### src/rtl/rv_wb_pkg.sv
`default_nettype none
// ============================================================================
//  Module   : rv_wb_pkg
//  Purpose  : Shared widths and the write-back request record used by the
//             register-file write arbiter and its long-latency result FIFO.
//  Contents : XLEN, NREGS, REG_AW, wb_req_t {v, rd, d}
//  Revision : 1.0 - initial release
// ============================================================================
package rv_wb_pkg;

  localparam int XLEN   = 32;
  localparam int NREGS  = 32;
  localparam int REG_AW = $clog2(NREGS);

  typedef struct packed {
    logic              v;
    logic [REG_AW-1:0] rd;
    logic [XLEN-1:0]   d;
  } wb_req_t;

endpackage
`default_nettype wire

### src/rtl/wb_sync_fifo.sv
`default_nettype none
// ============================================================================
//  Module   : wb_sync_fifo
//  Purpose  : Small synchronous FIFO holding long-latency write-back requests
//             until the arbiter finds a free register-file port.
//  Ports    : clk, reset_n (async, active-low)
//             push/din      - enqueue (ignored when full)
//             pop/dout      - dequeue; dout is the current head (valid when !empty)
//             full, empty   - status
//             count         - occupancy 0..DEPTH
//  Revision : 1.0 - initial release
// ============================================================================
module wb_sync_fifo
  import rv_wb_pkg::*;
#(
  parameter int DEPTH = 4
) (
  input  logic                       clk,
  input  logic                       reset_n,
  input  logic                       push,
  input  wb_req_t                    din,
  input  logic                       pop,
  output wb_req_t                    dout,
  output logic                       full,
  output logic                       empty,
  output logic [$clog2(DEPTH+1)-1:0] count
);

  localparam int AW = $clog2(DEPTH);
  localparam int CW = $clog2(DEPTH + 1);

  wb_req_t         mem [DEPTH];
  logic [AW-1:0]   wr_ptr;
  logic [AW-1:0]   rd_ptr;
  logic [CW-1:0]   cnt;
  logic            do_push;
  logic            do_pop;

  assign full    = (cnt == CW'(DEPTH));
  assign empty   = (cnt == '0);
  assign do_push = push & ~full;
  assign do_pop  = pop & ~empty;
  assign dout    = mem[rd_ptr];
  assign count   = cnt;

  // Pointers wrap naturally because DEPTH is a power of two.
  always_ff @(posedge clk or negedge reset_n) begin
    if (!reset_n) begin
      wr_ptr <= '0;
      rd_ptr <= '0;
      cnt    <= '0;
    end else begin
      if (do_push) wr_ptr <= wr_ptr + AW'(1);
      if (do_pop)  rd_ptr <= rd_ptr + AW'(1);
      case ({do_push, do_pop})
        2'b10:   cnt <= cnt + CW'(1);
        2'b01:   cnt <= cnt - CW'(1);
        default: cnt <= cnt;
      endcase
    end
  end

  // Storage needs no reset: an entry is only read after it has been written.
  always_ff @(posedge clk) begin
    if (do_push) mem[wr_ptr] <= din;
  end

endmodule
`default_nettype wire

### src/rtl/regfile_wb_arbiter.sv
`default_nettype none
// ============================================================================
//  Module   : regfile_wb_arbiter
//  Purpose  : Write-side master of the dual-issue register file. Merges the
//             two in-order slot results with buffered long-latency results
//             onto two registered write ports and tracks outstanding
//             long-latency destinations in a busy scoreboard.
//  Ports    : clk, reset_n (async, active-low)
//             s1_*/s2_*       - slot results (s1 older, s2 younger)
//             ll_issue/_rd    - long-latency op issued, marks rd pending
//             ll_valid/ready/rd/data - long-latency result handshake
//             we1/rd1/wdata1, we2/rd2/wdata2 - registered write ports
//             busy            - pending long-latency destinations
//             ll_count        - result FIFO occupancy
//  Notes    : XLEN and NREGS come from rv_wb_pkg.
//  Revision : 1.0 - initial release
// ============================================================================
module regfile_wb_arbiter
  import rv_wb_pkg::*;
#(
  parameter int LL_FIFO_DEPTH = 4
) (
  input  logic                               clk,
  input  logic                               reset_n,
  input  logic                               s1_valid,
  input  logic [REG_AW-1:0]                  s1_rd,
  input  logic [XLEN-1:0]                    s1_data,
  input  logic                               s2_valid,
  input  logic [REG_AW-1:0]                  s2_rd,
  input  logic [XLEN-1:0]                    s2_data,
  input  logic                               ll_issue,
  input  logic [REG_AW-1:0]                  ll_issue_rd,
  input  logic                               ll_valid,
  output logic                               ll_ready,
  input  logic [REG_AW-1:0]                  ll_rd,
  input  logic [XLEN-1:0]                    ll_data,
  output logic                               we1,
  output logic [REG_AW-1:0]                  rd1,
  output logic [XLEN-1:0]                    wdata1,
  output logic                               we2,
  output logic [REG_AW-1:0]                  rd2,
  output logic [XLEN-1:0]                    wdata2,
  output logic [NREGS-1:0]                   busy,
  output logic [$clog2(LL_FIFO_DEPTH+1)-1:0] ll_count
);

  wb_req_t          head;
  wb_req_t          push_req;
  wb_req_t          p1;
  wb_req_t          p2;
  logic             fifo_full;
  logic             fifo_empty;
  logic             fifo_push;
  logic             fifo_pop;
  logic             c1;
  logic             c2;
  logic             c3;
  logic             discard;
  logic             ll_won;
  logic [NREGS-1:0] set_mask;
  logic [NREGS-1:0] clr_mask;

  // Ready is the pre-pop full flag, so a full FIFO never accepts even when
  // it pops in the same cycle.
  assign ll_ready  = ~fifo_full;
  assign fifo_push = ll_valid & ~fifo_full;
  assign push_req  = '{v: 1'b1, rd: ll_rd, d: ll_data};

  wb_sync_fifo #(
    .DEPTH (LL_FIFO_DEPTH)
  ) u_ll_fifo (
    .clk     (clk),
    .reset_n (reset_n),
    .push    (fifo_push),
    .din     (push_req),
    .pop     (fifo_pop),
    .dout    (head),
    .full    (fifo_full),
    .empty   (fifo_empty),
    .count   (ll_count)
  );

  // Candidates. The older slot is dropped when the younger slot writes the
  // same register in the same cycle (WAW kill), which also guarantees the
  // two ports never carry the same rd.
  assign c1      = s1_valid & (s1_rd != '0) & ~(s2_valid & (s2_rd == s1_rd));
  assign c2      = s2_valid & (s2_rd != '0);
  assign c3      = ~fifo_empty & head.v & (head.rd != '0);
  // An rd=0 head is dropped without consuming a port.
  assign discard = ~fifo_empty & head.v & (head.rd == '0);

  always_comb begin
    p1     = '0;
    p2     = '0;
    ll_won = 1'b0;
    if (c1) begin
      p1 = '{v: 1'b1, rd: s1_rd, d: s1_data};
      if (c2) begin
        p2 = '{v: 1'b1, rd: s2_rd, d: s2_data};
      end else if (c3) begin
        p2     = head;
        ll_won = 1'b1;
      end
    end else if (c2) begin
      p1 = '{v: 1'b1, rd: s2_rd, d: s2_data};
      if (c3) begin
        p2     = head;
        ll_won = 1'b1;
      end
    end else if (c3) begin
      p1     = head;
      ll_won = 1'b1;
    end
  end

  assign fifo_pop = ll_won | discard;

  // Scoreboard: the clear lands on the same edge that raises we for the
  // long-latency write; a same-cycle set of the same bit wins.
  assign set_mask = (ll_issue && (ll_issue_rd != '0)) ? (NREGS'(1) << ll_issue_rd) : '0;
  assign clr_mask = ll_won ? (NREGS'(1) << head.rd) : '0;

  always_ff @(posedge clk or negedge reset_n) begin
    if (!reset_n) begin
      busy <= '0;
    end else begin
      busy <= (busy & ~clr_mask) | set_mask;
    end
  end

  always_ff @(posedge clk or negedge reset_n) begin
    if (!reset_n) begin
      we1    <= 1'b0;
      rd1    <= '0;
      wdata1 <= '0;
      we2    <= 1'b0;
      rd2    <= '0;
      wdata2 <= '0;
    end else begin
      we1    <= p1.v;
      rd1    <= p1.rd;
      wdata1 <= p1.d;
      we2    <= p2.v;
      rd2    <= p2.rd;
      wdata2 <= p2.d;
    end
  end

  // Illegal-input checks: the issue logic is expected to stall on busy.
  a_s1_not_busy: assert property (@(posedge clk) disable iff (!reset_n)
    (s1_valid && s1_rd != '0) |-> !busy[s1_rd]);
  a_s2_not_busy: assert property (@(posedge clk) disable iff (!reset_n)
    (s2_valid && s2_rd != '0) |-> !busy[s2_rd]);
  a_head_vs_slot: assert property (@(posedge clk) disable iff (!reset_n)
    (!fifo_empty && head.rd != '0) |->
      !((s1_valid && s1_rd == head.rd) || (s2_valid && s2_rd == head.rd)));
  a_ll_pending: assert property (@(posedge clk) disable iff (!reset_n)
    (ll_valid && ll_rd != '0) |-> busy[ll_rd]);

endmodule
`default_nettype wire

### config.mk
export PLATFORM = sky130hd
export DESIGN_NAME = regfile_wb_arbiter
export DESIGN_NICKNAME = d
export VERILOG_FILES = /design/src/rtl/rv_wb_pkg.sv /design/src/rtl/wb_sync_fifo.sv /design/src/rtl/regfile_wb_arbiter.sv
export SDC_FILE = /design/constraint.sdc
export NUM_CORES = 1
export LEC_CHECK = 0
export CAP_MARGIN = 15
export CORE_UTILIZATION = 33
export CTS_CLUSTER_DIAMETER = 30
export DETAILED_ROUTE_END_ITERATION = 10
export PLACE_DENSITY = 0.59
export SKIP_CTS_REPAIR_TIMING = 1
export SLEW_MARGIN = 15
export SYNTH_ARGS = -nofsm -noshare
export SYNTH_HDL_FRONTEND = slang
export SYNTH_SLANG_ARGS = --single-unit
export TNS_END_PERCENT = 50
### constraint.sdc
create_clock -name clk -period 3.65 [get_ports clk]
set_input_delay 0.5475 -clock clk [delete_from_list [all_inputs] [get_ports clk]]
set_output_delay 0.5475 -clock clk [all_outputs]
set_load 0.01 [all_outputs]
==> flow_summary.toml, run 1 <==
[detailed_routing]
post-route-drc-count = 0
route.final.wire_length_um = 32200
firstDrtPassIters = 5
wl_per_cell_um = 21.2
drt_first_iter_violations = 622
drt.antenna.violating_nets = 0
detailroute.via_count = 7927
vias_cell = 5.23

[power]
cellPowerDensity_nw_per_um2 = 851
static_leak_nw = 5.78
power.ir.vdd_worst_mv = 0.389
total_power_mw = 13.4

[grt]
first_global_vias = 8118
grt_antenna_before_repair = 5
global_route.usage.total_pct = 19.0
grt_max_degree = 90
globalRouteOverflowTotal = 0
grt_first_pass_wirelength_um = 48500

[die]
ioPinCount = 234
die_w_um = 184
die_h_um = 184
fp_rows = 66
core-area_um2 = 32500
dieArea_um2 = 33700
initial_utilization_pct = 33.5

[logic_synthesis]
ys_seq_elements = 263
synth_seq_area_share_pct = 67.3
synthCells = 761
synthTopCellsByCount = "edfxtp_1 (148), dfrtp_1 (115), nand2_1 (71), nand4_1 (66), o211ai_1 (60)"
nets_in_the_synthesized_netlist = 889
synthesis.area_um2 = 10900
yosys_warnings = 0
post-synth-top-count-cell = "edfxtp_1"
syn-mean-instance-area_um2 = 14.3
synth_enable_flop_cells = 148
ys_dominant_reg_cell = "edfxtp_1"
synth.area.top_cells = "edfxtp_1 (41%), dfrtp_1 (26%), mux4_2 (7.7%)"
post_synth_num_cell_types = 50
yosys.area.top_type_share_pct = 40.8
synth.largest_area_cell = "edfxtp_1"
async_flop_share_pct = 43.7

[timing]
fin_setup_tns_ns = 0
layout_min_cycle_time_ns = 3.00
setup_violation_total_in_the_final_timing_report = 0
number_of_pins_with_negative_max_slew_slack_in_the_final_report = 0
relSlewSlack_pct = 32.5
timing.final.crit_share_pct = 82.2
final_critical_path_setup_slack_ns = 0.651
clock.fmax_mhz = 333
final-hold-violation-count = 0
grt_setup_unrepaired = "false"
final.setup_skew_ns = 0.0239
worst_hold_slack_ns = 0.104
max_slew.worst_pin.slew_ns = 1.01

[layout]
final.fill_count = 2922
design.final.nets = 1148
seq_area_um2 = 7330
layout-drive-gt1-share_pct = 16.1
finish.instance_area_um2 = 15700
area_growth_pct = 44.6
multi_input_area_um2 = 3350

[critical_path]
path_class = "flop to flop"
critPathMaxStageDelay_ns = 0.66
crit_required_ns = 4.08
setup.reg_to_reg.worst_slack_ns = 0.65
timing.critical_path.arrival_ns = 3.43
crit_path_max_fanout = 18
worst_r2r_endpoint = "u_ll_fifo.count[1]"
setup.worst_path.end_class = "flop"
worst-r2r-cell-count = 8
start_kind = "flop"
library_cell_contributing_the_largest_single_delay_on_the_critical_path = "mux4_2"
timing.rr.start = "u_ll_fifo.rd_ptr[0]"
timing.critical_path.cells = "mux4_2 > nor2_1 > buf_4 > nand2_2 > a31oi_1 > ha_1 > fa_1 > mux2_2"

[placement]
hpwl_um = 20900
gp_congestion = 0.834
post-place-ws_ns = 0.311
placement.io_buffers = 233
place_area_um2 = 13800

[cts]
cts_root_buffer = "clkbuf_16"
cts.path.max_buffers = 3
cts.sink_count = 263
tritoncts_clock_tree = "built"
numCtsBuffers = 58
clkSlewWorstSetupHoldPaths_ns = 0.05
worstSkewPairLatency_ns = 0.56
htree_levels = 2

[worst_hold_path]
min-delay-path-class = "input port to async pin"

[status]
outcome = "completed"

[run]
drv.max_cap_violation_count = 0
==> worst max-delay path by stage <==
stage	from	to	slack, ns
2_1_floorplan	u_ll_fifo.rd_ptr[0]	u_ll_fifo.count[1]	0.84
3_3_place_gp	s2_rd[1]	u_ll_fifo.count[1]	0.37
3_5_place_dp	s2_rd[1]	u_ll_fifo.count[1]	0.31
4_1_cts	u_ll_fifo.rd_ptr[0]	u_ll_fifo.count[1]	0.60
5_1_grt	u_ll_fifo.rd_ptr[0]	u_ll_fifo.count[1]	0.43
6_report	u_ll_fifo.rd_ptr[0]	u_ll_fifo.count[1]	0.65
==> registers in the layout, summed over array words and instances (netlist names) <==
register	count
u_ll_fifo.count	3
we2	1
busy	32
rd1	5
we1	1
u_ll_fifo.rd_ptr	2
rd2	5
wdata1	32
u_ll_fifo.mem	148
u_ll_fifo.wr_ptr	2
wdata2	32
==> power breakdown <==
group	internal [mW]	total, mW	leakage [nW]	switching, mW
logic	1.92	4.03	2.09	2.10
registers	3.99	4.38	2.75	0.393
clock network	3.39	4.98	0.939	1.59
total	9.31	13.4	5.78	4.08
==> logic make-up after synthesis <==
family / count (synthesis) / share of synthesized area (%)
compound gates: 148 / 10.3
mux: 38 / 7.76
simple gates: 225 / 10.2
flops: 263 / 67.3
buf+inv: 67 / 2.52
fa+ha+maj: 7 / 0.851
xor+xnor: 13 / 1.05
==> cell type report <==
type / count / area share [%]
Sequential cell: 263 / 46.5
Multi-Input combinational cell: 431 / 21.2
Timing Repair Buffer: 258 / 16.3
Clock buffer: 77 / 10.1
Tap cell: 442 / 3.51
Clock inverter: 33 / 2.01
Inverter: 8 / 0.191
Antenna cell: 4 / 0.0636
==> metrics by stage <==
step | cells | util [%]
global route | 1513 | 48.4
floorplan | 761 | -
CTS | 1512 | 48.4
finish | 1516 | 48.4
global placement | 1402 | 42.5
detailed placement | 1402 | 42.5
==> cell usage in the layout, fill, tap and decap left out, drive strengths merged, types with 3 or more instances in the layout <==
cell type / instances
nand2b: 3
nand2: 72
xnor2: 9
ha: 5
nor3: 9
nor2b: 4
diode: 4
o21ai: 3
clkinv: 23
a31oi: 33
and2: 6
a22o: 11
edfxtp: 148
o211ai: 60
o22ai: 4
buf: 26
clkdlybuf4s50: 232
nand4: 66
clkbuf: 77
xor2: 4
mux4: 37
a221oi: 4
nand3: 4
dfrtp: 115
o2bb2ai: 10
clkinvlp: 3
and3: 5
inv: 10
nor2: 51
a32o: 7
a21o: 4
bufinv: 5
==> worst max-delay path, delay by kind of cell (launching register included) <==
kind,cells,cell delay (ns)
compound gates,1,0.26
fa+ha+maj,2,0.65
buf+inv,1,0.16
flops,1,0.65
mux,2,0.93
simple gates,2,0.20
==> per-layer routing <==
metal / up-vias / track usage, % / wire, um
met1: 3985 / 24.0 / 13400
met4: 2 / 6.20 / 724
met2: 331 / 31.3 / 15400
met5: - / 0 / 17
met3: 65 / 5.71 / 2600
li1: 3544 / - / -
No activity file was read; power rests on OpenSTA's default activity.
==> run 2, diff against run 1 <==
clock period = 3.1 ns   (was 3.65 ns; I/O delays follow)
==> run 2 against run 1 <==
Net effect: global-route usage up 0.20 points; sequential power grew 17%; cell count increased by 0.66%; design area is 1.2% higher; first-iteration DRC count shrank 14%; critical path depth is 1 lower; critical endpoint unchanged.
==> flow_summary.toml, run 2 (synthesis gave the netlist of run 1 again) <==
[critical_path]
path_class = "flop to flop"
start_kind = "flop"
setup.worst_path.end_class = "flop"
worst-r2r-cell-count = 7
timing.critical_path.arrival_ns = 3.22
crit_required_ns = 3.52
crit_path_max_fanout = 7

[cts]
cts.sink_count = 263
cts.path.max_buffers = 3
worstSkewPairLatency_ns = 0.56
htree_levels = 2
tritoncts_clock_tree = "built"
cts_root_buffer = "clkbuf_16"
clkSlewWorstSetupHoldPaths_ns = 0.04
numCtsBuffers = 56

[die]
dieArea_um2 = 33700
fp_rows = 66
die_h_um = 184
core-area_um2 = 32500
ioPinCount = 234
die_w_um = 184
initial_utilization_pct = 33.5

[detailed_routing]
post-route-drc-count = 0
firstDrtPassIters = 5
detailroute.wirelength.met2_um = 15200
m1WireLength_um = 13800
drt_first_iter_violations = 536
drt.antenna.violating_nets = 0
wl_per_cell_um = 21.2
top_layer_used = "met5"
vias_cell = 5.21
detailroute.via_count = 7954
met3_routed_wl_um = 2560
route.final.wire_length_um = 32400

[power]
power.ir.vdd_worst_mv = 0.498
cellPowerDensity_nw_per_um2 = 995
total_power_mw = 15.8
static_leak_nw = 5.85

[worst_hold_path]
min-delay-path-class = "flop to flop"
hold-path-cell-count = 0

[grt]
first_global_vias = 8140
globalRouteOverflowTotal = 0
grt_first_pass_wirelength_um = 48800
grt_max_degree = 59
global_route.usage.total_pct = 19.2
grt_antenna_before_repair = 6

[layout]
final_core_utilization_pct = 49.0
flip_flop_count_of_the_largest_register_after_layout = 148
layout-drive-gt1-share_pct = 17.1
layout.cells.most_common = "clkdlybuf4s50_1"
final.fill_count = 2829
commonest_cells_after_routing_fill_and_taps_aside = "clkdlybuf4s50_1 (232), edfxtp_1 (148), dfrtp_1 (113)"
area_growth_pct = 46.3
top_register = "u_ll_fifo.mem"
design.final.nets = 1160
final_cells = 1526

[placement]
post-place-ws_ns = -0.0304
placement.io_buffers = 233
dpl.cell_count = 1415
hpwl_um = 21700
gp_congestion = 0.847

[timing]
relSlewSlack_pct = 45.7
fin_setup_tns_ns = 0
max_slew.worst_pin.slew_ns = 0.804
clock.fmax_mhz = 356
layout_min_cycle_time_ns = 2.81
setup_violation_total_in_the_final_timing_report = 0
final-hold-violation-count = 0
number_of_pins_with_negative_max_slew_slack_in_the_final_report = 0
final.setup_skew_ns = 0.0328
grt_setup_unrepaired = "false"
timing.final.crit_share_pct = 90.5
final_critical_path_setup_slack_ns = 0.294

[status]
outcome = "completed"

[run]
drv.max_cap_violation_count = 0
[run 2: path summary, 6_finish.rpt]
path | to | startpoint | slack, ns
worst min-delay path | busy[0] | busy[0] | 0.37
min in group asynchronous | wdata2[29] | reset_n | 0.53
worst max register to register | u_ll_fifo.count[1] | u_ll_fifo.rd_ptr[0] | 0.29
worst min register to register | busy[0] | busy[0] | 0.37
worst max-delay path | u_ll_fifo.count[1] | u_ll_fifo.rd_ptr[0] | 0.29
max in group asynchronous | wdata2[10] | reset_n | 1.82
[run 2: where the power goes]
part           switching (mW)  leakage [nW]  internal (mW)
Combinational            2.54          2.18           2.35
Clock                    1.84         0.923           4.00
Sequential              0.425          2.75           4.70
Total                    4.80          5.85           11.0
[run 2: layer usage]
layer  up-vias  global-route usage [%]
li1       3571                       -
met1      3984                    25.1
met2       331                    30.0
met3        66                    5.96
met4         2                    7.23
met5         -                       0
[run 2: cell type report]
class	count	area, um2	share of cell area, %
Antenna cell	5	12.5	0.0785
Clock buffer	79	1610	10.1
Clock inverter	26	288	1.81
Inverter	8	30.0	0.189
Multi-Input combinational cell	431	3350	21.0
Sequential cell	263	7330	46.0
Tap cell	442	553	3.47
Timing Repair Buffer	272	2760	17.3
[run 2: metrics by stage]
step | hold slack, ns | instance area, um2
final | 0.372 | 15900
after global routing | 0.383 | 15900
after floorplan | 0.169 | 10900
after detailed placement | 0.368 | 14000
after global placement | 0.364 | 14000
after CTS | -0.0802 | 15900
[run 2: critical path, cell delays in order, from the launching register on]
cell	delay, ns
dfrtp_4	0.50
mux4_2	0.64
nor3_4	0.24
nand2_2	0.08
a31oi_1	0.30
ha_1	0.24
fa_1	0.41
mux2_2	0.26
